[src/rtl/fft_pwr_peak.sv]
// Streaming |X[k]|^2 power computation for FFT bins with per-frame peak search
// and bin-index sequence checking.
module fft_pwr_peak #(
   parameter int DATA_WIDTH = 16,
   parameter int ADDR_WIDTH = 9,
   parameter int SIG_MODE   = 1
) (
   input  logic                    clk,
   input  logic                    rst_n,
   input  logic [2*DATA_WIDTH-1:0] s_axi_data,
   input  logic [ADDR_WIDTH:0]     s_axi_addr,
   input  logic                    s_axi_valid,
   input  logic                    s_axi_last,
   output logic                    s_axi_ready,
   output logic [2*DATA_WIDTH:0]   m_pwr_data,
   output logic [ADDR_WIDTH:0]     m_pwr_addr,
   output logic                    m_pwr_last,
   output logic                    m_pwr_valid,
   input  logic                    m_pwr_ready,
   output logic                    peak_valid,
   output logic [ADDR_WIDTH:0]     peak_addr,
   output logic [2*DATA_WIDTH:0]   peak_pwr,
   output logic                    seq_err,
   input  logic                    err_clr
);
   localparam int DW  = DATA_WIDTH;
   localparam int AW1 = ADDR_WIDTH + 1;

   typedef enum logic {TRK_START, TRK_RUN} trk_state_t;

   logic [DW-1:0]   in_re, in_im;
   logic            ext_re, ext_im;
   logic [2*DW-1:0] re_x, im_x, re_sq, im_sq;
   logic            adv, in_hs, out_hs;

   logic            s1_full, s2_full, s1_last;
   logic [2*DW-1:0] s1_re_sq, s1_im_sq;
   logic [AW1-1:0]  s1_addr;

   trk_state_t      trk_state;
   logic [AW1-1:0]  trk_addr;
   logic [2*DW:0]   trk_pwr;
   logic            take;
   logic [AW1-1:0]  exp_idx;

   assign in_re = s_axi_data[DW-1:0];
   assign in_im = s_axi_data[2*DW-1:DW];

   // Operands widened to the full product width so -2^(DW-1) squares exactly.
   assign ext_re = (SIG_MODE != 0) & in_re[DW-1];
   assign ext_im = (SIG_MODE != 0) & in_im[DW-1];
   assign re_x   = {{DW{ext_re}}, in_re};
   assign im_x   = {{DW{ext_im}}, in_im};
   assign re_sq  = re_x * re_x;
   assign im_sq  = im_x * im_x;

   assign adv         = m_pwr_ready | ~m_pwr_valid | ~s2_full;
   assign s_axi_ready = adv;
   assign in_hs       = s_axi_valid & adv;
   assign out_hs      = m_pwr_valid & m_pwr_ready;
   assign m_pwr_valid = s2_full;

   always_ff @(posedge clk or negedge rst_n) begin
      if (!rst_n) begin
         s1_full    <= 1'b0;
         s1_last    <= 1'b0;
         s1_re_sq   <= '0;
         s1_im_sq   <= '0;
         s1_addr    <= '0;
         s2_full    <= 1'b0;
         m_pwr_last <= 1'b0;
         m_pwr_data <= '0;
         m_pwr_addr <= '0;
      end else if (adv) begin
         s1_full <= s_axi_valid;
         if (s_axi_valid) begin
            s1_re_sq <= re_sq;
            s1_im_sq <= im_sq;
            s1_addr  <= s_axi_addr;
            s1_last  <= s_axi_last;
         end
         s2_full    <= s1_full;
         m_pwr_last <= s1_full & s1_last;
         if (s1_full) begin
            m_pwr_data <= {1'b0, s1_re_sq} + {1'b0, s1_im_sq};
            m_pwr_addr <= s1_addr;
         end
      end
   end

   // Strict compare keeps the earliest bin on ties.
   assign take = (trk_state == TRK_START) | (m_pwr_data > trk_pwr);

   always_ff @(posedge clk or negedge rst_n) begin
      if (!rst_n) begin
         trk_state  <= TRK_START;
         trk_addr   <= '0;
         trk_pwr    <= '0;
         peak_valid <= 1'b0;
         peak_addr  <= '0;
         peak_pwr   <= '0;
      end else begin
         peak_valid <= out_hs & m_pwr_last;
         if (out_hs) begin
            if (take) begin
               trk_addr <= m_pwr_addr;
               trk_pwr  <= m_pwr_data;
            end
            trk_state <= m_pwr_last ? TRK_START : TRK_RUN;
            if (m_pwr_last) begin
               peak_addr <= take ? m_pwr_addr : trk_addr;
               peak_pwr  <= take ? m_pwr_data : trk_pwr;
            end
         end
      end
   end

   always_ff @(posedge clk or negedge rst_n) begin
      if (!rst_n) begin
         exp_idx <= '0;
         seq_err <= 1'b0;
      end else begin
         if (in_hs) exp_idx <= s_axi_last ? '0 : exp_idx + AW1'(1);
         if (in_hs && (s_axi_addr != exp_idx)) seq_err <= 1'b1;
         else if (err_clr)                     seq_err <= 1'b0;
      end
   end

endmodule

[config.mk]
export PLATFORM = sky130hd
export DESIGN_NAME = fft_pwr_peak
export DESIGN_NICKNAME = d
export VERILOG_FILES = /design/src/rtl/fft_pwr_peak.sv
export SDC_FILE = /design/constraint.sdc
export NUM_CORES = 2
export LEC_CHECK = 0
export BUFFER_PORTS_ARGS = -buffer_cell sky130_fd_sc_hd__buf_2
export CAP_MARGIN = 20
export CORE_AREA = 2 2 242 303
export CTS_CLUSTER_DIAMETER = 30
export DETAILED_ROUTE_END_ITERATION = 8
export DIE_AREA = 0 0 244 305
export PLACE_DENSITY = 0.59
export SLEW_MARGIN = 20
export SYNTH_ARGS = -nofsm -noshare
export SYNTH_HDL_FRONTEND = slang
export SYNTH_SLANG_ARGS = --single-unit
export TNS_END_PERCENT = 10
[constraint.sdc]
create_clock -name clk -period 2.8 [get_ports clk]
set_input_delay 0.28 -clock clk [delete_from_list [all_inputs] [get_ports clk]]
set_output_delay 0.28 -clock clk [all_outputs]
set_load 0.01 [all_outputs]
==> impl_results.html <==
<table>
<tr><th>Metric</th><th>Value</th></tr>
<tr><th colspan="2">Status</th></tr>
<tr><td>Status</td><td>finished, violations left</td></tr>
<tr><td>Violations in the final reports</td><td>setup timing</td></tr>
<tr><th colspan="2">Critical path</th></tr>
<tr><td>Worst-case register-to-register setup slack</td><td>-30 ps</td></tr>
<tr><td>CP Data Required Time</td><td>3200 ps</td></tr>
<tr><td>CP arrival</td><td>5730 ps</td></tr>
<tr><td>Worst setup path endpoint</td><td>s1_im_sq[31]</td></tr>
<tr><td>Setup crit start</td><td>s_axi_data[31]</td></tr>
<tr><td>Highest net fanout along the worst path</td><td>5</td></tr>
<tr><td>Worst Setup Start Kind</td><td>primary input</td></tr>
<tr><td>Endpoint of the lowest-slack register-to-register path</td><td>m_pwr_data[29]</td></tr>
<tr><td>R2R depth</td><td>10</td></tr>
<tr><td>Launching point of the worst reg2reg path</td><td>s1_re_sq[3]</td></tr>
<tr><td>Critical Path End Type</td><td>flop</td></tr>
<tr><td>Setup CP Type</td><td>in2reg</td></tr>
<tr><th colspan="2">Die</th></tr>
<tr><td>Die outline height</td><td>305 um</td></tr>
<tr><td>Number of cell rows</td><td>110</td></tr>
<tr><td>Initial cell density of the core</td><td>39.59%</td></tr>
<tr><td>Ports</td><td>139</td></tr>
<tr><td>Die span in x</td><td>244 um</td></tr>
<tr><td>Core Footprint</td><td>0.07171 mm^2</td></tr>
<tr><td>Total Die Area</td><td>0.07442 mm^2</td></tr>
<tr><th colspan="2">Synth</th></tr>
<tr><td>EDFF count, synth</td><td>0</td></tr>
<tr><td>Share of synthesized registers carrying an async set or reset</td><td>100.0%</td></tr>
<tr><td>Synth Register Bits</td><td>218</td></tr>
<tr><td>Total nets after synthesis</td><td>3757</td></tr>
<tr><td>Summed instance area of the synthesized netlist</td><td>0.02839 mm^2</td></tr>
<tr><td>Cell type with the largest total area after synthesis</td><td>fa_1</td></tr>
<tr><td>Leading cell types by total area after synthesis</td><td>fa_1, dfrtp_1, ha_1</td></tr>
<tr><td>Number of standard cells after synthesis</td><td>3000</td></tr>
<tr><td>Count of different cell masters after synthesis</td><td>68</td></tr>
<tr><td>Main flop type after synthesis</td><td>dfrtp_1</td></tr>
<tr><td>Number of synthesis warnings</td><td>0</td></tr>
<tr><td>List of most frequent post-synthesis cells</td><td>inv_1, fa_1, nand2_1, ha_1, dfrtp_1</td></tr>
<tr><td>Yosys top cell area share</td><td>33.00%</td></tr>
<tr><td>Count leader, synth</td><td>inv_1</td></tr>
<tr><td>Portion of the post-synthesis area used by sequential elements</td><td>19.22%</td></tr>
<tr><td>Average size of a mapped cell</td><td>9.462 um^2</td></tr>
<tr><th colspan="2">Layout</th></tr>
<tr><td>Post-route standard cell area excluding fillers</td><td>0.03680 mm^2</td></tr>
<tr><td>Area added between synthesis and finish</td><td>29.65%</td></tr>
<tr><td>Share of layout cells above drive strength 1</td><td>28.98%</td></tr>
<tr><td>End-of-flow core utilization</td><td>51.32%</td></tr>
<tr><td>Number of diodes added for antenna fixing</td><td>0</td></tr>
<tr><td># nets final</td><td>4339</td></tr>
<tr><th colspan="2">GRT</th></tr>
<tr><td>First-pass GRT wire length</td><td>116.1 mm</td></tr>
<tr><td>Via count of the first global-routing pass</td><td>23854</td></tr>
<tr><td>Number of antenna violations at the first check in global routing</td><td>0</td></tr>
<tr><td>Total GRT Usage</td><td>19.12%</td></tr>
<tr><td>Maximum number of pins on one net before global-route repair</td><td>84</td></tr>
<tr><td>Total gr overflow</td><td>0</td></tr>
<tr><th colspan="2">Timing</th></tr>
<tr><td>Highest Clock Rate</td><td>187.4 MHz</td></tr>
<tr><td>Setup repair after global routing missed its margin</td><td>yes</td></tr>
<tr><td>Worst slew margin</td><td>56.55%</td></tr>
<tr><td>Worst Clk Skew</td><td>14.64 ps</td></tr>
<tr><td>Count of pins over their slew limit</td><td>0</td></tr>
<tr><td>Share of the cycle needed by the critical path after routing</td><td>190.6%</td></tr>
<tr><td>Period minus WS final</td><td>5335 ps</td></tr>
<tr><td>Number of failing setup endpoints in the final timing report</td><td>55</td></tr>
<tr><td>WHS</td><td>18.30 ps</td></tr>
<tr><td>Sum of negative setup slack</td><td>-101120 ps</td></tr>
<tr><td>Actual transition at the worst max-transition pin</td><td>651.7 ps</td></tr>
<tr><td>Setup slack of the critical path after layout</td><td>-2535 ps</td></tr>
<tr><td>Count of final hold-check violations</td><td>0</td></tr>
<tr><th colspan="2">Placed design</th></tr>
<tr><td>Total half-perimeter wirelength after legalization and detailed placement</td><td>57.59 mm</td></tr>
<tr><td>Cell area after placement</td><td>0.03397 mm^2</td></tr>
<tr><td>Placer congestion estimate</td><td>0.8620</td></tr>
<tr><td>Number of buffer cells added on primary ports</td><td>138</td></tr>
<tr><th colspan="2">CTS</th></tr>
<tr><td>TritonCTS clock tree</td><td>done</td></tr>
<tr><td>Longest Clk Path Bufs</td><td>3</td></tr>
<tr><td>Clock-pin slew of the registers on the worst-case setup and hold paths</td><td>60 ps</td></tr>
<tr><td>Number of levels the H-tree was split into</td><td>2</td></tr>
<tr><td>Clock Latency Late Sink</td><td>530 ps</td></tr>
<tr><td>Total number of clock tree sinks</td><td>218</td></tr>
<tr><td>Buffer type at the clock tree root</td><td>clkbuf_16</td></tr>
<tr><td>Number of CTS-inserted buffers</td><td>38</td></tr>
<tr><th colspan="2">Detailed routing</th></tr>
<tr><td>Routed len/inst</td><td>15.00 um</td></tr>
<tr><td>Count of routing violations after the opening detailed-route iteration</td><td>617</td></tr>
<tr><td>Drt first pass iters</td><td>5</td></tr>
<tr><td>Vias per inst</td><td>4.709</td></tr>
<tr><td>Vias</td><td>21483</td></tr>
<tr><td>Final wirelength</td><td>68.45 mm</td></tr>
<tr><td>Final ANT Viol Nets</td><td>0</td></tr>
<tr><td>Post-detailed-route DRC marker count</td><td>0</td></tr>
<tr><th colspan="2">Hold path</th></tr>
<tr><td>Hold Path Class</td><td>in2reg</td></tr>
<tr><th colspan="2">Flow run</th></tr>
<tr><td>Max-cap violation count</td><td>0</td></tr>
</table>
-- stage by stage --
stage	cells	setup slack, ps
after global routing	4562	-2728
after CTS	4557	-2538
after floorplan	3000	-2705
after global placement	4465	-3127
after detailed placement	4465	-3251
final	4562	-2535
-- flip-flops by register name, summed over array words and instances (netlist names), 10 cells and up --
register,cells
peak_addr,10
m_pwr_data,33
s1_addr,10
trk_pwr,33
peak_pwr,33
s1_im_sq,31
trk_addr,10
s1_re_sq,31
exp_idx,10
m_pwr_addr,10
-- routing by layer --
metal / part of all wire [%] / GRT usage [%] / vias up / wire length (um)
met3: 2.1 / 1.347 / 113 / 1450
li1: - / - / 10412 / -
met4: 2.6 / 4.935 / 0 / 1805
met5: 0 / 0 / - / 0
met1: 40 / 22.83 / 10673 / 27590
met2: 55 / 36.71 / 285 / 37600
-- worst max-delay path: stages --
cell and delay [ps]:
buf_8 80, clkinvlp_4 110, buf_12 150, nor2_4 110
fa_2 520, buf_6 160, fa_2 610, buf_12 130
buf_4 110, fa_1 440, fa_1 580, fa_1 440
fa_1 460, ha_1 340, nand3_1 150, nor2_1 80
a21o_1 190, or4_1 400, a31oi_1 170, xnor2_1 140
o21ai_1 70
-- logic make-up after synthesis --
| family | count (synthesis) | synth area share [%] |
|---|---|---|
| mux | 108 | 4.081 |
| flops | 218 | 19.22 |
| buf+inv | 805 | 10.73 |
| simple gates | 645 | 10.10 |
| compound gates | 395 | 8.542 |
| fa+ha+maj | 709 | 43.63 |
| xor+xnor | 120 | 3.702 |
-- cell type report --
| type | instances | area (um^2) |
|---|---|---|
| clock buffer | 44 | 1003 |
| clock inverter | 24 | 306.5 |
| fill | 6622 | 34900 |
| inverter | 708 | 2669 |
| multi-input combinational | 1977 | 21200 |
| sequential | 218 | 5455 |
| tap | 952 | 1191 |
| timing repair buffer | 639 | 4981 |
-- cells in the final DEF (no fill, tap or decap), types with 60 or more instances in the layout --
| cell type | n |
|---|---|
| inv_1 | 671 |
| buf_4 | 457 |
| fa_1 | 440 |
| nand2_1 | 346 |
| dfrtp_1 | 218 |
| ha_1 | 200 |
| buf_2 | 108 |
| o21ai_0 | 92 |
| xnor2_1 | 69 |
| nor2_1 | 64 |
| and2_1 | 62 |
| mux2_2 | 60 |
-- timing repair --
item | 4_1_cts | 5_1_grt
setup endpoints to repair | 141 | 151
pin swaps | 90 | 60
cloned | 0 | 0
hold endpoints to repair | 84 | 0
resized for setup | 214 | 154
hold buffers | 6 | 0
setup buffers | 18 | 5
-- how the worst min path moves through the flow --
stage / from / cells past startpoint / slack, ps / endpoint
final: s_axi_addr[6] / 3 / 20 / s1_addr[6]
after detailed placement: rst_n / 1 / 330 / peak_pwr[17]
after global routing: s_axi_addr[4] / 3 / 10 / s1_addr[4]
after CTS: s_axi_addr[4] / 3 / 3 / s1_addr[4]
after global placement: rst_n / 1 / 330 / peak_pwr[17]
after floorplan: rst_n / 0 / -20 / exp_idx[0]
Power is left out: the tool's default activity adds up to more than one toggle a clock period on the data nets, which glitch-free logic cannot reach.
